**config.mk**
```make
export PLATFORM = sky130hd
export DESIGN_NAME = ram_loader
export DESIGN_NICKNAME = d
export VERILOG_FILES = /design/src/rtl/ram_loader.sv
export SDC_FILE = /design/constraint.sdc
export NUM_CORES = 1
export LEC_CHECK = 0
export CORE_ASPECT_RATIO = 2
export CORE_MARGIN = 2
export CORE_UTILIZATION = 40
export DETAILED_ROUTE_END_ITERATION = 10
export GPL_TIMING_DRIVEN = 0
export PLACE_DENSITY = 0.74
export SYNTH_ARGS = -nofsm -noshare
export SYNTH_HDL_FRONTEND = slang
export SYNTH_SLANG_ARGS = --single-unit
export TNS_END_PERCENT = 30
```
**constraint.sdc**
```tcl
create_clock -name clk -period 3.35 [get_ports clk]
set_clock_uncertainty 0.05 [all_clocks]
set_input_delay 1.005 -clock clk [delete_from_list [all_inputs] [get_ports clk]]
set_output_delay 1.005 -clock clk [all_outputs]
set_load 0.03 [all_outputs]
```
**src/rtl/ram_loader.sv**
```systemverilog
// -----------------------------------------------------------------------------
// ram_loader
//
// Byte-stream boot loader placed in front of the system RAM write port.
// A framed byte stream from the serial receiver is parsed, bytes are paired
// into 16-bit little-endian words and written to consecutive RAM addresses.
// While no frame is in progress the CPU's RAM request passes straight through.
//
// Frame: SYNC, ADDR_LO, ADDR_HI, CNT_LO, CNT_HI, CNT x (DATA_LO, DATA_HI), CSUM
// The 8-bit sum of every byte after SYNC, CSUM included, must be zero.
//
// Ports
//   clk          system clock
//   reset        synchronous, active-high reset
//   rx_data      received byte
//   rx_valid     rx_data valid
//   rx_ready     loader can take a byte (low only in the RAM write cycle)
//   cpu_din      CPU write data
//   cpu_address  CPU word address
//   cpu_rnw      CPU read(1) / write(0)
//   cpu_cs_b     CPU RAM select, active low
//   ram_din      RAM write data
//   ram_address  RAM word address
//   ram_rnw      RAM read(1) / write(0)
//   ram_cs_b     RAM select, active low
//   loading      a frame is in progress; the CPU is held off
//   done         one-cycle pulse when a frame ends with a good checksum
//   error        sticky; set on bad checksum or oversize count, cleared by
//                the next accepted SYNC byte
// -----------------------------------------------------------------------------
module ram_loader #(
  parameter int unsigned ADDR_W    = 11,
  parameter logic [7:0]  SYNC_BYTE = 8'h55
) (
  input  logic              clk,
  input  logic              reset,
  input  logic [7:0]        rx_data,
  input  logic              rx_valid,
  output logic              rx_ready,
  input  logic [15:0]       cpu_din,
  input  logic [ADDR_W-1:0] cpu_address,
  input  logic              cpu_rnw,
  input  logic              cpu_cs_b,
  output logic [15:0]       ram_din,
  output logic [ADDR_W-1:0] ram_address,
  output logic              ram_rnw,
  output logic              ram_cs_b,
  output logic              loading,
  output logic              done,
  output logic              error
);

  // A count may be anything from 0 up to the full RAM depth, so the word
  // counter needs one bit more than the address.
  localparam int unsigned CNT_W   = ADDR_W + 1;
  localparam logic [16:0] MAX_CNT = 17'(1 << ADDR_W);

  typedef enum logic [3:0] {
    S_IDLE,
    S_A_LO,
    S_A_HI,
    S_C_LO,
    S_C_HI,
    S_D_LO,
    S_D_HI,
    S_WR,
    S_CSUM
  } state_t;

  state_t            state;
  logic [ADDR_W-1:0] ptr;        // next RAM word address to write
  logic [CNT_W-1:0]  remaining;  // words still to be written in this frame
  logic [7:0]        sum;        // running 8-bit sum of bytes after SYNC
  logic [7:0]        lo_byte;    // low half of address / count / data word
  logic [7:0]        hi_byte;    // high half of the data word

  logic              take;       // byte transfer happens at this edge
  logic [15:0]       pair;       // current byte joined with the held low byte
  logic [16:0]       cnt_ext;    // count widened for the oversize compare
  logic [7:0]        sum_next;   // running sum including the current byte

  assign take     = rx_valid & rx_ready;
  assign pair     = {rx_data, lo_byte};
  assign cnt_ext  = {1'b0, pair};
  assign sum_next = sum + rx_data;

  // ---------------------------------------------------------------------------
  // Frame parser. rx_ready, loading, done and error are all flops updated
  // alongside the state so that they change on the same edge as the state.
  // ---------------------------------------------------------------------------
  // NOTE: every register here is assigned with <= so all of them sample the
  // pre-edge values together; a blocking = would let later statements see
  // the freshly updated value and silently change the logic.
  always_ff @(posedge clk) begin
    done <= 1'b0;
    if (reset) begin
      state     <= S_IDLE;
      ptr       <= '0;
      remaining <= '0;
      sum       <= '0;
      lo_byte   <= '0;
      hi_byte   <= '0;
      rx_ready  <= 1'b1;
      loading   <= 1'b0;
      error     <= 1'b0;
    end else begin
      case (state)
        S_IDLE: begin
          // Anything other than SYNC is dropped on the floor.
          if (take && rx_data == SYNC_BYTE) begin
            sum     <= '0;
            error   <= 1'b0;
            loading <= 1'b1;
            state   <= S_A_LO;
          end
        end

        S_A_LO: begin
          if (take) begin
            lo_byte <= rx_data;
            sum     <= sum_next;
            state   <= S_A_HI;
          end
        end

        S_A_HI: begin
          if (take) begin
            // Address bits above the RAM depth are ignored.
            ptr   <= pair[ADDR_W-1:0];
            sum   <= sum_next;
            state <= S_C_LO;
          end
        end

        S_C_LO: begin
          if (take) begin
            lo_byte <= rx_data;
            sum     <= sum_next;
            state   <= S_C_HI;
          end
        end

        S_C_HI: begin
          if (take) begin
            sum <= sum_next;
            if (cnt_ext > MAX_CNT) begin
              // More words than the RAM holds: abandon the frame at once.
              error   <= 1'b1;
              loading <= 1'b0;
              state   <= S_IDLE;
            end else if (pair == 16'h0000) begin
              state <= S_CSUM;
            end else begin
              remaining <= pair[CNT_W-1:0];
              state     <= S_D_LO;
            end
          end
        end

        S_D_LO: begin
          if (take) begin
            lo_byte <= rx_data;
            sum     <= sum_next;
            state   <= S_D_HI;
          end
        end

        S_D_HI: begin
          if (take) begin
            hi_byte  <= rx_data;
            sum      <= sum_next;
            rx_ready <= 1'b0;
            state    <= S_WR;
          end
        end

        S_WR: begin
          // The RAM captures the word at the edge that ends this cycle.
          ptr       <= ptr + 1'b1;
          remaining <= remaining - 1'b1;
          rx_ready  <= 1'b1;
          state     <= (remaining == CNT_W'(1)) ? S_CSUM : S_D_LO;
        end

        S_CSUM: begin
          if (take) begin
            if (sum_next == 8'h00) begin
              done <= 1'b1;
            end else begin
              error <= 1'b1;
            end
            loading <= 1'b0;
            state   <= S_IDLE;
          end
        end

        default: begin
          rx_ready <= 1'b1;
          loading  <= 1'b0;
          state    <= S_IDLE;
        end
      endcase
    end
  end

  // ---------------------------------------------------------------------------
  // RAM port mux. Reset wins over everything so that a write cycle in flight
  // when reset arrives never reaches the RAM.
  // ---------------------------------------------------------------------------
  // NOTE: each output gets a default before any branch; without it a path
  // that skips an assignment would make the tool infer a latch.
  always_comb begin
    ram_din     = '0;
    ram_address = '0;
    ram_rnw     = 1'b1;
    ram_cs_b    = 1'b1;
    if (!reset) begin
      if (!loading) begin
        ram_din     = cpu_din;
        ram_address = cpu_address;
        ram_rnw     = cpu_rnw;
        ram_cs_b    = cpu_cs_b;
      end else begin
        ram_din     = {hi_byte, lo_byte};
        ram_address = ptr;
        if (state == S_WR) begin
          ram_rnw  = 1'b0;
          ram_cs_b = 1'b0;
        end
      end
    end
  end

endmodule

```
* Word level (Yosys, flattened, before mapping)
Index checks and enable logic that the tools add are counted.
** Storage, ports and cells
- Flip-flop bits (word level) :: 55
- Bits in latches :: 0
- RAM bits :: 0
- Memory bits (read-only) :: 0
- Input bits :: 40
- Output and inout bits :: 33
- Logic and storage cells :: 107
- Memories :: 0
** Cells by class
- Add/subtract/negate cells :: 3
- Multiply operators :: 0
- Divide/modulo/power cells :: 0
- Order comparisons :: 1
- Eq/ne operators :: 23
- Shift-type cells :: 0
- Muxes and demuxes :: 43
- Bitwise operators :: 5
- Reductions and logical operators :: 22
** Operators with widths (number)
- two-way mux 4 bit :: 11
- two-way mux 12 bit :: 3
- case mux 4 bit (9 select lines) :: 1
- two-way mux 11 bit :: 3
- two-way mux 16 bit :: 2
- inequality test 2 bit (second input constant) :: 12
- case mux 12 bit (2 select lines) :: 1
- case mux 11 bit (2 select lines) :: 1
- equality test 4 x 3 -> 1 bit (second input constant) :: 4
- > comparator 16 x 12 -> 1 bit (second input constant) :: 1
- zero test 16 bit :: 1
- two-way mux 8 bit :: 2
- case mux 8 bit (2 select lines) :: 1
- two-way mux 1 bit :: 15
- equality test 12 x 1 -> 1 bit (second input constant) :: 1
- OR reduction 6 bit :: 2
- subtractor 12 x 1 -> 12 bit (second input constant) :: 1
- adder 11 x 1 -> 11 bit (second input constant) :: 1
- adder 8 bit :: 1
- equality test 4 x 2 -> 1 bit (second input constant) :: 2
- equality test 8 x 7 -> 1 bit (second input constant) :: 1
- zero test 8 bit :: 1
- AND reduction 2 bit :: 4
- AND reduction 8 bit :: 1
- 18 further kinds :: 24

* Logic depth before layout (Yosys ltp)
Gate-level depths: netlist of the first run.
- Word-level depth :: 5
- Gate-level depth with buffers :: 8

* Worst setup path after synthesis of the first run
Ideal clock, no wire load.
- Path kind :: input to output
- From :: input reset
- To :: output ram_address[0]
- Arrival :: 1982 ps
- Data required time :: 2295 ps
- Slack :: 313 ps
- Cell stages on the path :: 4
- Path buffers :: 3
- Cell sequence :: clkbuf_1 > clkbuf_1 > buf_1 > nor2_1
** Between the ends
- Cells in the longest elaborated chain, start to end :: 1
** Ends and longest elaborated chain
- start: declaration :: line 36 : input logic reset,
- two-way mux 11 bit :: line 217 : if (!reset) begin
- end: declaration :: line 45 : output logic [ADDR_W-1:0] ram_address,
No other way between the ends.

* Worst setup path in the final report of the first run
- From :: input rx_data[1]
- To :: register done
** Between the ends
- Cells in the longest elaborated chain, start to end :: 3
** Ends and longest elaborated chain
- start: declaration :: line 37 : input logic [7:0] rx_data,
- adder 8 bit :: line 85 : assign sum_next = sum + rx_data;
- zero test 8 bit :: line 187 : if (sum_next == 8'h00) begin
- two-way mux 1 bit :: line 187
- end signal: assignment :: line 95 : done <= 1'b0;
- end signal: assignment :: line 188 : done <= 1'b1;
- end: declaration :: line 49 : output logic done,
No other way between the ends.
A chain may end at the register's enable or synchronous reset.

==> impl_results.md, run 1 <==
* CTS Buf Count at 5
* Primary FF master, synth: dfxtp_1
* First-pass GRT wire length at 19400 um
* Worst EP arrival at 3.37 ns
* Largest family of logic cells by synthesized area: simple AND/OR/NAND/NOR gates
* Port-buffer cells at 71
* Peak supply drop at 0.268 mV
* Crit. End Element: register
* Sequential Power Share at 42.4%
* Path depth of the worst reg2reg path at 6
* Synthesis Warnings at 0
* CTS root buffer: clkbuf_16
* Synthesized area at 0.00363 mm2
* Sw frac at 27.7%
* Post-route minimum period at 3.21 ns
* Final slew viol count at 0
* CTS tree: built
* Initial Util at 40.9%
* Max incr delay on CP at 0.54 ns
* # DRC at 0
* Multiplexer area fraction after synthesis at 11.8%
* Vias per cell at 6.17
* CP max-delay cell: or4_1
* Placer Congestion at 0.971
* Final instance area at 0.00466 mm2
* Number of global-route vias before repair at 3921
* Worst slew margin at 35.0%
* Asr flop ratio synth at 0%
* Clock tree buffer depth at 2
* Status: completed
* Startpoint types: input port
* Nets@finish at 589
* Synthesized area per cell at 7.86 um2
* Register-to-register setup slack at 0.86 ns
* Core area at 0.00889 mm2
* Synth Instances at 462
* Crit-path max FO at 8
* Per-cell routed wire length at 19.2 um
* Synth area leader: dfxtp_1
* Max-cap violations at 0
* RSZ-0062 raised after global routing: false
* Initial drt markers at 319
* Power Total at 1.61 mW
* Vias at 3952
* Lkg Pwr at 1.77 nW
* TritonRoute pass-1 iters at 5
* Clock power frac at 39.2%
* Ant. Diodes at 0
* Clock sink count at 55
* Synth Area in Simple Gates at 27.2%
* Share of layout cells above drive strength 1 at 7.24%
* Clk_lat worst skew at 0.30 ns
* Worst setup path category: in -> reg
* Final core utilization at 52.5%
* Area delta synth->final at 28.4%
* ANT nets after route at 0
* Cell-internal power at 1.16 mW
* Die Height at 139 um
* Area of the multi-input gates at 0.00242 mm2
* Adder-Cell Fraction of Synth Area at 3.99%
* Sequential fraction of the synthesis area at 30.3%
* Sequential Area at 0.00110 mm2
* Post-synth EDFFs at 0
* Hold Path Depth at 2
* Total GRT Usage at 24.7%
* Compound-Gate Fraction of Synth Area at 21.3%
* # rows at 49
* Post-synth top area share at 30.3%
* Critical R2R Launch: lo_byte[7]$_SDFFE_PP0P_
* CP Cell Sequence: dlygate4sd2_1 > fa_1 > nor4_1 > o221ai_1 > or4_1 > nor3_1
* Reg clk slew, reported paths at 0.07 ns
* Flop and latch count out of synthesis at 55
* Worst Tran Pin Value at 0.967 ns
* NetSw at 0.446 mW
* Top cells by area, synth: dfxtp_1, mux2i_1, nor2_1
* Worst flop-to-flop path endpoint: remaining[0]$_SDFFE_PP0P_
* Die W at 71.4 um
* Syn nets at 513
* Pre-CTS setup slack at -0.686 ns
* Worst Slack Setup Final at 0.138 ns
* Die area at 0.00991 mm2
* Worst min path class: reg -> reg
* Hold Startpoint: remaining[7]$_SDFFE_PP0P_
* FMAX at 0.311 GHz
* Setup-failing EPs final at 0
* HPWL after detailed placement at 9420 um
* Number of fill cells at 892
* Antenna violations before repair at 0
* Post-Synth XOR/XNOR Area at 1.21%
* Total congestion overflow at 0
* Combinational power share at 18.4%
* Largest net degree at the start of global routing at 18
* Drt total wl at 12300 um
* Data required, critical path at 3.51 ns
* Worst Hold Path EP: remaining[7]$_SDFFE_PP0P_
* Final Hold Fails at 0
* PD cells at 344 mW/mm2
* Yosys cell types at 65
* H-tree Lvls at 2
* Dpl cell area at 0.00447 mm2
* Tcrit/Tclk final at 95.9%
* IO Pins at 73
registers in the layout, summed over array words and instances, names as in the netlist:
name and cells:
remaining 12, ptr 11, hi_byte 8, lo_byte 8
sum 8, state 4, done 1, error 1
loading 1, rx_ready 1
power groups by stage:
stage	Clock, mW	Sequential [mW]	Combinational [mW]
2_1_floorplan	0	0.686	0.175
3_3_place_gp	0	0.691	0.301
3_5_place_dp	0	0.692	0.307
4_1_cts	0.632	0.681	0.292
5_1_grt	0.657	0.682	0.317
6_report	0.629	0.682	0.296
cell families after synthesis:
| group | after synthesis |
|---|---|
| mux | 43 |
| simple gates | 200 |
| xor+xnor | 5 |
| flops | 55 |
| compound gates | 109 |
| buf+inv | 39 |
| fa+ha+maj | 11 |
layout by cell type (no fill, tap or decap), drive strengths merged, types with 10 or more instances in the layout:
cell type / netlist / layout
nor2: 81 / 81
nand2: 33 / 33
nand3: 11 / 11
clkdlybuf4s50: 0 / 37
a21oi: 29 / 29
o21ai: 18 / 18
mux2i: 43 / 43
dlygate4sd2: 0 / 30
dfxtp: 55 / 55
ha: 10 / 10
nor3: 19 / 19
clkbuf: 24 / 28
Yosys cell counts (all sizes together) (8+ instances only):
cell     n
a21oi   29
and3     9
nor4     9
clkbuf  24
mux2i   43
nand2   33
nor2    81
nor3    19
o21ai   18
a22oi    9
dfxtp   55
ha      10
inv      8
nand3   11
per-stage QoR:
step,instances,TNS [ns],hold WS [ns]
floorplan,462,0,0.398
global placement,635,-26.64,0.411
detailed placement,635,-27.28,0.424
CTS,641,-0.110,0.434
global route,641,0,0.455
finish,641,0,0.432
worst max-delay path, delay by kind of cell:
family	cells	cell delay [ns]
adders and majority gates	1	0.52
AOI/OAI and AO/OA	1	0.21
and+or+nand+nor	3	1.10
buffers and inverters	1	0.53
metal layers:
metal | global-route usage (%) | vias to the layer above | share of wire, %
li1 | - | 1866 | -
met1 | 23.7 | 1878 | 34
met2 | 45.9 | 150 | 54
met3 | 4.07 | 58 | 4.9
met4 | 16.7 | 0 | 6.6
met5 | 0 | - | 0
worst max-delay path by stage:
stage                     startpoint             endpoint  slack [ns]  cells past startpoint
after floorplan                reset       ram_address[0]        0.31                      4
after global placement         reset      ram_address[10]       -0.68                      5
after detailed placement       reset          ram_din[15]       -0.69                      5
after CTS                 rx_data[0]      done$_SDFF_PP0_       -0.11                      7
after global routing        rx_valid  sum[4]$_SDFFE_PP0P_        0.02                      6
final                     rx_data[1]      done$_SDFF_PP0_        0.14                      6
timing repair:
item / in CTS / in global routing
pin swaps: 1 / 0
setup endpoints to repair: 44 / 18
hold buffers: 0 / 0
buffers inserted: 1 / 0
resized for setup: 46 / 8
cell type report:
cell class	instances	share of cell area, %
Multi-Input combinational cell	368	51.9
Sequential cell	55	23.6
Timing Repair Buffer	72	14.6
Clock buffer	6	2.98
Tap cell	102	2.74
Buffer	28	2.63
Clock inverter	2	0.832
Inverter	8	0.644
Power figures use the tool's default switching activity.
==> run 2, diff against run 1 <==
--- a/config.mk
+++ b/config.mk
@@ -8,9 +8,11 @@
 export CORE_ASPECT_RATIO = 2
 export CORE_MARGIN = 2
 export CORE_UTILIZATION = 40
+export CTS_CLUSTER_DIAMETER = 50
 export DETAILED_ROUTE_END_ITERATION = 10
+export DONT_BUFFER_PORTS = 1
 export GPL_TIMING_DRIVEN = 0
-export PLACE_DENSITY = 0.74
+export PLACE_DENSITY = 0.63
 export SYNTH_ARGS = -nofsm -noshare
 export SYNTH_HDL_FRONTEND = slang
 export SYNTH_SLANG_ARGS = --single-unit
==> run 2 against run 1 <==
  * Flip-flop and latch count is the same
  * Global-route usage shrank 1.1 points
  * Utilization fell by 8.3 points
  * Fmax shrank 1.9%
  * Wire length shrank 4.6%
  * Sequential share of layout area up 4.4 points
  * Combinational power fell by 26%
  * Largest power group unchanged
  * Highest routed layer unchanged
==> impl_results.md, run 2 (same netlist as run 1, synthesis figures left out) <==
* Status: completed (unchanged)
* # DRC at 0 (unchanged)
* Placer Congestion at 0.950 (was 0.971)
* TritonRoute pass-1 iters at 6 (was 5)
* Number of global-route vias before repair at 3525 (was 3921)
* Drt total wl at 11700 um (was 12300 um)
* First-pass GRT wire length at 18300 um (was 19400 um)
* Startpoint types: input port (unchanged)
* Final slew viol count at 0 (unchanged)
* FMAX at 0.305 GHz (was 0.311 GHz)
* Max reg flops at 12 (unchanged)
* Most common cell after layout, fill and taps aside: nor2_1 (unchanged)
* Setup-failing EPs final at 0 (unchanged)
* Tcrit/Tclk final at 97.7% (was 95.9%)
* Total congestion overflow at 0 (unchanged)
* Critical R2R Launch: rx_ready$_SDFFE_PP1P_ (was lo_byte[7]$_SDFFE_PP0P_)
* Crit-path max FO at 10 (was 8)
* Most flop-heavy register: remaining (unchanged)
* Data required, critical path at 2.29 ns (was 3.51 ns)
* Final core utilization at 44.2% (was 52.5%)
* Die W at 71.4 um (unchanged)
* Nets@finish at 519 (was 589)
* Per-cell routed wire length at 20.5 um (was 19.2 um)
* CP Cell Sequence: clkbuf_1 > clkbuf_2 > buf_2 > nor2_1 (was dlygate4sd2_1 > fa_1 > nor4_1 > o221ai_1 > or4_1 > nor3_1)
* Share of layout cells above drive strength 1 at 6.82% (was 7.24%)
* Post-route minimum period at 3.27 ns (was 3.21 ns)
* Initial Util at 40.9% (unchanged)
* Crit. End Element: output pin (was register)
* Number of fill cells at 902 (was 892)
* Hold Path Depth at 2 (unchanged)
* Reg clk slew, reported paths at 0.07 ns (about the same)
* Lkg Pwr at 1.36 nW (was 1.77 nW)
* ANT nets after route at 0 (unchanged)
* Port-buffer cells at 0 (was 71)
* Buffers & Inverters on Critical Path at 3 (was 1)
* Initial drt markers at 254 (was 319)
* CTS root buffer: clkbuf_16 (unchanged)
* Most frequent cells in the layout: nor2_1, dfxtp_1, mux2i_1 (unchanged)
* Hold slack at 0.437 ns (was 0.432 ns)
* H-tree Lvls at 2 (unchanged)
* HPWL after detailed placement at 9060 um (was 9420 um)
* Hold Startpoint: remaining[10]$_SDFFE_PP0P_ (was remaining[7]$_SDFFE_PP0P_)
* Final Hold Fails at 0 (unchanged)
* Clock sink count at 55 (unchanged)
* Crit path max-delay family: buffers and inverters (was simple AND/OR/NAND/NOR gates)
* Worst Tran Pin Value at 1.04 ns (was 0.967 ns)
* Setup tns final at 0 ns (unchanged)
* Largest net degree at the start of global routing at 19 (was 18)
* Total GRT Usage at 23.6% (was 24.7%)
* Core area at 0.00889 mm2 (unchanged)
* Worst setup path category: in -> out (was in -> reg)
* Worst min path class: reg -> reg (unchanged)
* CP max-delay cell: nor2_1 (was or4_1)
* Die area at 0.00991 mm2 (unchanged)
* Clk_lat worst skew at 0.31 ns (was 0.30 ns)
* Max incr delay on CP at 0.47 ns (was 0.54 ns)
* Peak supply drop at 0.268 mV (about the same)
* Dpl cell area at 0.00376 mm2 (was 0.00447 mm2)
* Ant. Diodes at 0 (unchanged)
* Pre-CTS setup slack at -0.302 ns (was -0.686 ns)
* CTS tree: built (unchanged)
* Clock tree buffer depth at 2 (unchanged)
* Vias per cell at 6.45 (was 6.17)
* Path depth of the worst reg2reg path at 5 (was 6)
* Area delta synth->final at 8.16% (was 28.4%)
* Antenna violations before repair at 0 (unchanged)
* Die Height at 139 um (unchanged)
* CTS Buf Count at 5 (unchanged)
* RSZ-0062 raised after global routing: false (unchanged)
* WP depth at 4 (was 6)
* Worst EP arrival at 2.22 ns (was 3.37 ns)
* Worst slew margin at 30.2% (was 35.0%)
* PD cells at 374 mW/mm2 (was 344 mW/mm2)
* Final instance area at 0.00393 mm2 (was 0.00466 mm2)
* Max-cap violations at 0 (unchanged)
* Vias at 3681 (was 3952)
* IO Pins at 73 (unchanged)
* Largest registers: remaining x12, ptr x11 (unchanged)
* # rows at 49 (unchanged)
* Worst Slack Setup Final at 0.0755 ns (was 0.138 ns)
* Setup crit start: reset (was rx_data[1])
## run 2: path summary, 6_finish.rpt
kind,end,slack [ns]
hold reg to reg,remaining[10]$_SDFFE_PP0P_,0.44
setup / recovery,ram_address[4],0.08
setup reg to reg,ptr[1]$_SDFFE_PP0P_,0.67
hold / removal,remaining[10]$_SDFFE_PP0P_,0.44
## run 2: area by class of cell
type | instances | area (um2) | area share (%)
plain buffers | 30 | 125 | 3.18
flip-flops and latches | 55 | 1100 | 28.0
clock inverters | 2 | 20.0 | 0.509
well taps | 102 | 128 | 3.25
inverters | 8 | 30.0 | 0.764
multi-input cells | 368 | 2390 | 60.7
clock buffers | 6 | 139 | 3.53
## run 2: timing repair
item,CTS,global route
hold buffers,0,0
setup endpoints to repair,29,23
gates resized for setup,5,6
setup buffers,0,0
## run 2: worst register-to-register path: stages (launching register included)
cell      delay, ns
dfxtp_1        0.58
nand2_1        0.30
nor4_1         0.89
clkbuf_1       0.43
nand2_1        0.10
a311oi_1       0.25
## run 2: metal layers
metal	share of wire [%]	global-route usage (%)
met5	0	0
met4	7.6	17.1
met3	4.6	4.29
met2	53	42.1
met1	35	23.5
## run 2: power breakdown
group / switching [mW] / leakage (nW) / internal (mW) / total (mW)
Clock: 0.269 / 0.0790 / 0.305 / 0.574
Sequential: 0.0129 / 0.443 / 0.664 / 0.677
Combinational: 0.154 / 0.841 / 0.0650 / 0.219
Total: 0.435 / 1.36 / 1.03 / 1.47
## run 2: through the flow
| step | total power [mW] | std cells |
|---|---|---|
| global placement | 0.903 | 564 |
| detailed placement | 0.908 | 564 |
| CTS | 1.47 | 571 |
| floorplan | 0.860 | 462 |
| finish | 1.47 | 571 |
| global route | 1.52 | 571 |
==> run 3, diff against run 2 <==
--- a/config.mk
+++ b/config.mk
@@ -6,7 +6,6 @@
 export NUM_CORES = 1
 export LEC_CHECK = 0
 export CORE_ASPECT_RATIO = 2
-export CORE_MARGIN = 2
 export CORE_UTILIZATION = 40
 export CTS_CLUSTER_DIAMETER = 50
 export DETAILED_ROUTE_END_ITERATION = 10
==> constraint.sdc (replaced) <==
create_clock -name clk -period 3.6 [get_ports clk]
set_clock_uncertainty 0.05 [all_clocks]
set_input_delay 1.08 -clock clk [delete_from_list [all_inputs] [get_ports clk]]
set_output_delay 1.08 -clock clk [all_outputs]
set_load 0.03 [all_outputs]
==> run 3 against run 2 <==
  * Flip-flop and latch count is the same
  * Cell count down 0.35%
  * Worst hold slack better by 0.0042 ns
  * Largest cell class unchanged
  * Die area is 4.2% lower
  * Power decreased by 7.4%
  * Utilization increased by 0.75 points
  * First-iteration DRC count increased by 26%
  * Register-to-register slack improved by 0.21 ns
  * Global-route usage grew 1.8 points
  * Largest power group unchanged
  * Clock power shrank 7.8%
  * Combinational power down 8%
  * Clock-buffer cell count stayed put
==> impl_results.md, run 3 (same netlist as run 1, synthesis figures left out) <==
* Status: completed (unchanged)
* # DRC at 0 (unchanged)
* Most flop-heavy register: remaining (unchanged)
* Setup-failing EPs final at 0 (unchanged)
* ANT nets after route at 0 (unchanged)
* Max-cap violations at 0 (unchanged)
* Cell-internal power at 0.961 mW (was 1.03 mW)
* Total GRT Usage at 25.4% (was 23.6%)
* Path depth of the worst reg2reg path at 5 (unchanged)
* Tcrit/Tclk final at 96.9%
* Clk_lat worst skew at 0.31 ns (about the same)
* Vias at 3629 (was 3681)
* Die area at 0.00949 mm2 (was 0.00991 mm2)
* FMAX at 0.287 GHz
* PD cells at 348 mW/mm2 (was 374 mW/mm2)
* Core area at 0.00871 mm2 (was 0.00889 mm2)
* Largest net degree at the start of global routing at 19 (unchanged)
* Worst Tran Pin Value at 1.06 ns (was 1.04 ns)
* Hold slack at 0.442 ns (was 0.437 ns)
* Drt total wl at 11800 um (was 11700 um)
* Initial Util at 41.7% (was 40.9%)
* Vias per cell at 6.38 (was 6.45)
* Number of global-route vias before repair at 3557 (was 3525)
* Largest registers: remaining x12, ptr x11 (unchanged)
* Clock power frac at 38.9% (was 39.1%)
* Reg clk slew, reported paths at 0.07 ns (about the same)
* Antenna violations before repair at 0 (unchanged)
* Die Height at 137 um (was 139 um)
* CTS tree: built (unchanged)
* Final core utilization at 45.0% (was 44.2%)
* NetSw at 0.400 mW (was 0.435 mW)
* Hold Path Depth at 2 (unchanged)
* Ant. Diodes at 0 (unchanged)
* Port-buffer cells at 0 (unchanged)
* Nets@finish at 519 (unchanged)
* Worst EP arrival at 2.36 ns (was 2.22 ns)
* Lkg Pwr at 1.35 nW (was 1.36 nW)
* Most frequent cells in the layout: nor2_1, dfxtp_1, mux2i_1 (unchanged)
* Final slew viol count at 0 (unchanged)
* Area delta synth->final at 7.75% (was 8.16%)
* HPWL after detailed placement at 8950 um (was 9060 um)
* Initial drt markers at 320 (was 254)
* Clock sink count at 55 (unchanged)
* TritonRoute pass-1 iters at 5 (was 6)
* CP Cell Sequence: clkbuf_1 > clkbuf_2 > buf_1 > nor2_1 (was clkbuf_1 > clkbuf_2 > buf_2 > nor2_1)
* CTS Buf Count at 5 (unchanged)
* Clock tree buffer depth at 2 (unchanged)
* Worst min path class: reg -> reg (unchanged)
* H-tree Lvls at 2 (unchanged)
* Post-route minimum period at 3.49 ns
* CP max-delay cell: nor2_1 (unchanged)
* # rows at 48 (was 49)
* Most common cell after layout, fill and taps aside: nor2_1 (unchanged)
* CTS root buffer: clkbuf_16 (unchanged)
* Crit-path max FO at 10 (unchanged)
* Final Hold Fails at 0 (unchanged)
* Peak supply drop at 0.236 mV (was 0.268 mV)
* Sequential Power Share at 46.3% (was 46.0%)
* IO Pins at 73 (unchanged)
* Die W at 69.4 um (was 71.4 um)
* Max incr delay on CP at 0.52 ns (was 0.47 ns)
* Worst setup path category: in -> out (unchanged)
* Sw frac at 29.4% (was 29.6%)
* Placer Congestion at 0.946 (was 0.950)
* Startpoint types: input port (unchanged)
* Data required, critical path at 2.47 ns (was 2.29 ns)
* Per-cell routed wire length at 20.8 um (was 20.5 um)
* First-pass GRT wire length at 18500 um (was 18300 um)
* RSZ-0062 raised after global routing: false (unchanged)
* Total congestion overflow at 0 (unchanged)
* Worst slew margin at 28.6% (was 30.2%)
* Combinational power share at 14.8% (was 14.9%)
* Max reg flops at 12 (unchanged)
* Share of layout cells above drive strength 1 at 5.33% (was 6.82%)
* Crit. End Element: output pin (unchanged)
==> run 3: cell types whose count changed in the layout (fill, tap and decap cells not counted) <==
cell,before,now
inv_8,1,0
and4b_2,1,0
inv_6,0,2
buf_1,2,4
nor2_1,80,81
clkbuf_2,7,3
clkinv_4,1,0
clkbuf_1,18,21
nor2_2,1,0
buf_2,3,2
and4b_1,0,1
==> run 3: layer usage <==
metal / track usage, % / share of wire [%] / vias to the layer above
li1: - / - / 1725
met1: 23.4 / 35 / 1730
met5: 0 / 0 / -
met4: 21.8 / 6.3 / 0
met2: 47.4 / 54 / 124
met3: 4.42 / 4.6 / 50
==> run 3: final cells by class <==
class | instances | area (um2)
Buffer | 30 | 119
Fill cell | 875 | 4790
Tap cell | 100 | 125
Sequential cell | 55 | 1100
Inverter | 8 | 30.0
Clock buffer | 6 | 139
Multi-Input combinational cell | 368 | 2380
Clock inverter | 2 | 17.5
==> run 3: power groups by stage <==
stage	Sequential, mW	Clock [mW]	Combinational [mW]
floorplan	0.638	0	0.162
global placement	0.644	0	0.198
detailed placement	0.644	0	0.199
CTS	0.629	0.536	0.200
global route	0.631	0.555	0.218
finish	0.630	0.529	0.201
==> run 3: final timing paths <==
| path | startpoint | to | slack [ns] |
|---|---|---|---|
| worst min register to register | remaining[10]$_SDFFE_PP0P_ | remaining[10]$_SDFFE_PP0P_ | 0.44 |
| worst min-delay path | remaining[10]$_SDFFE_PP0P_ | remaining[10]$_SDFFE_PP0P_ | 0.44 |
| worst max-delay path | reset | ram_din[3] | 0.11 |
| worst max register to register | rx_ready$_SDFFE_PP1P_ | ptr[1]$_SDFFE_PP0P_ | 0.88 |
==> run 3: critical path: cells and delay by family <==
kind | cells | cell delay [ns]
buffers and inverters | 3 | 0.75
and+or+nand+nor | 1 | 0.52
==> run 3: stage by stage <==
step	cells	cell area [um2]	setup slack [ns]	total power, mW	TNS [ns]
3_5_place_dp	562	3760	-0.195	0.843	-2.47
6_report	569	3920	0.110	1.36	0
5_1_grt	569	3920	0.0139	1.40	0
2_1_floorplan	462	3630	0.413	0.801	0
4_1_cts	570	3920	0.0212	1.37	0
3_3_place_gp	562	3760	-0.191	0.841	-1.89
==> run 3: repair_timing <==
action / 4_1_cts / 5_1_grt
setup buffers: 0 / 0
setup endpoints to repair: 29 / 9
hold buffers: 0 / 0
gates resized for setup: 2 / 1
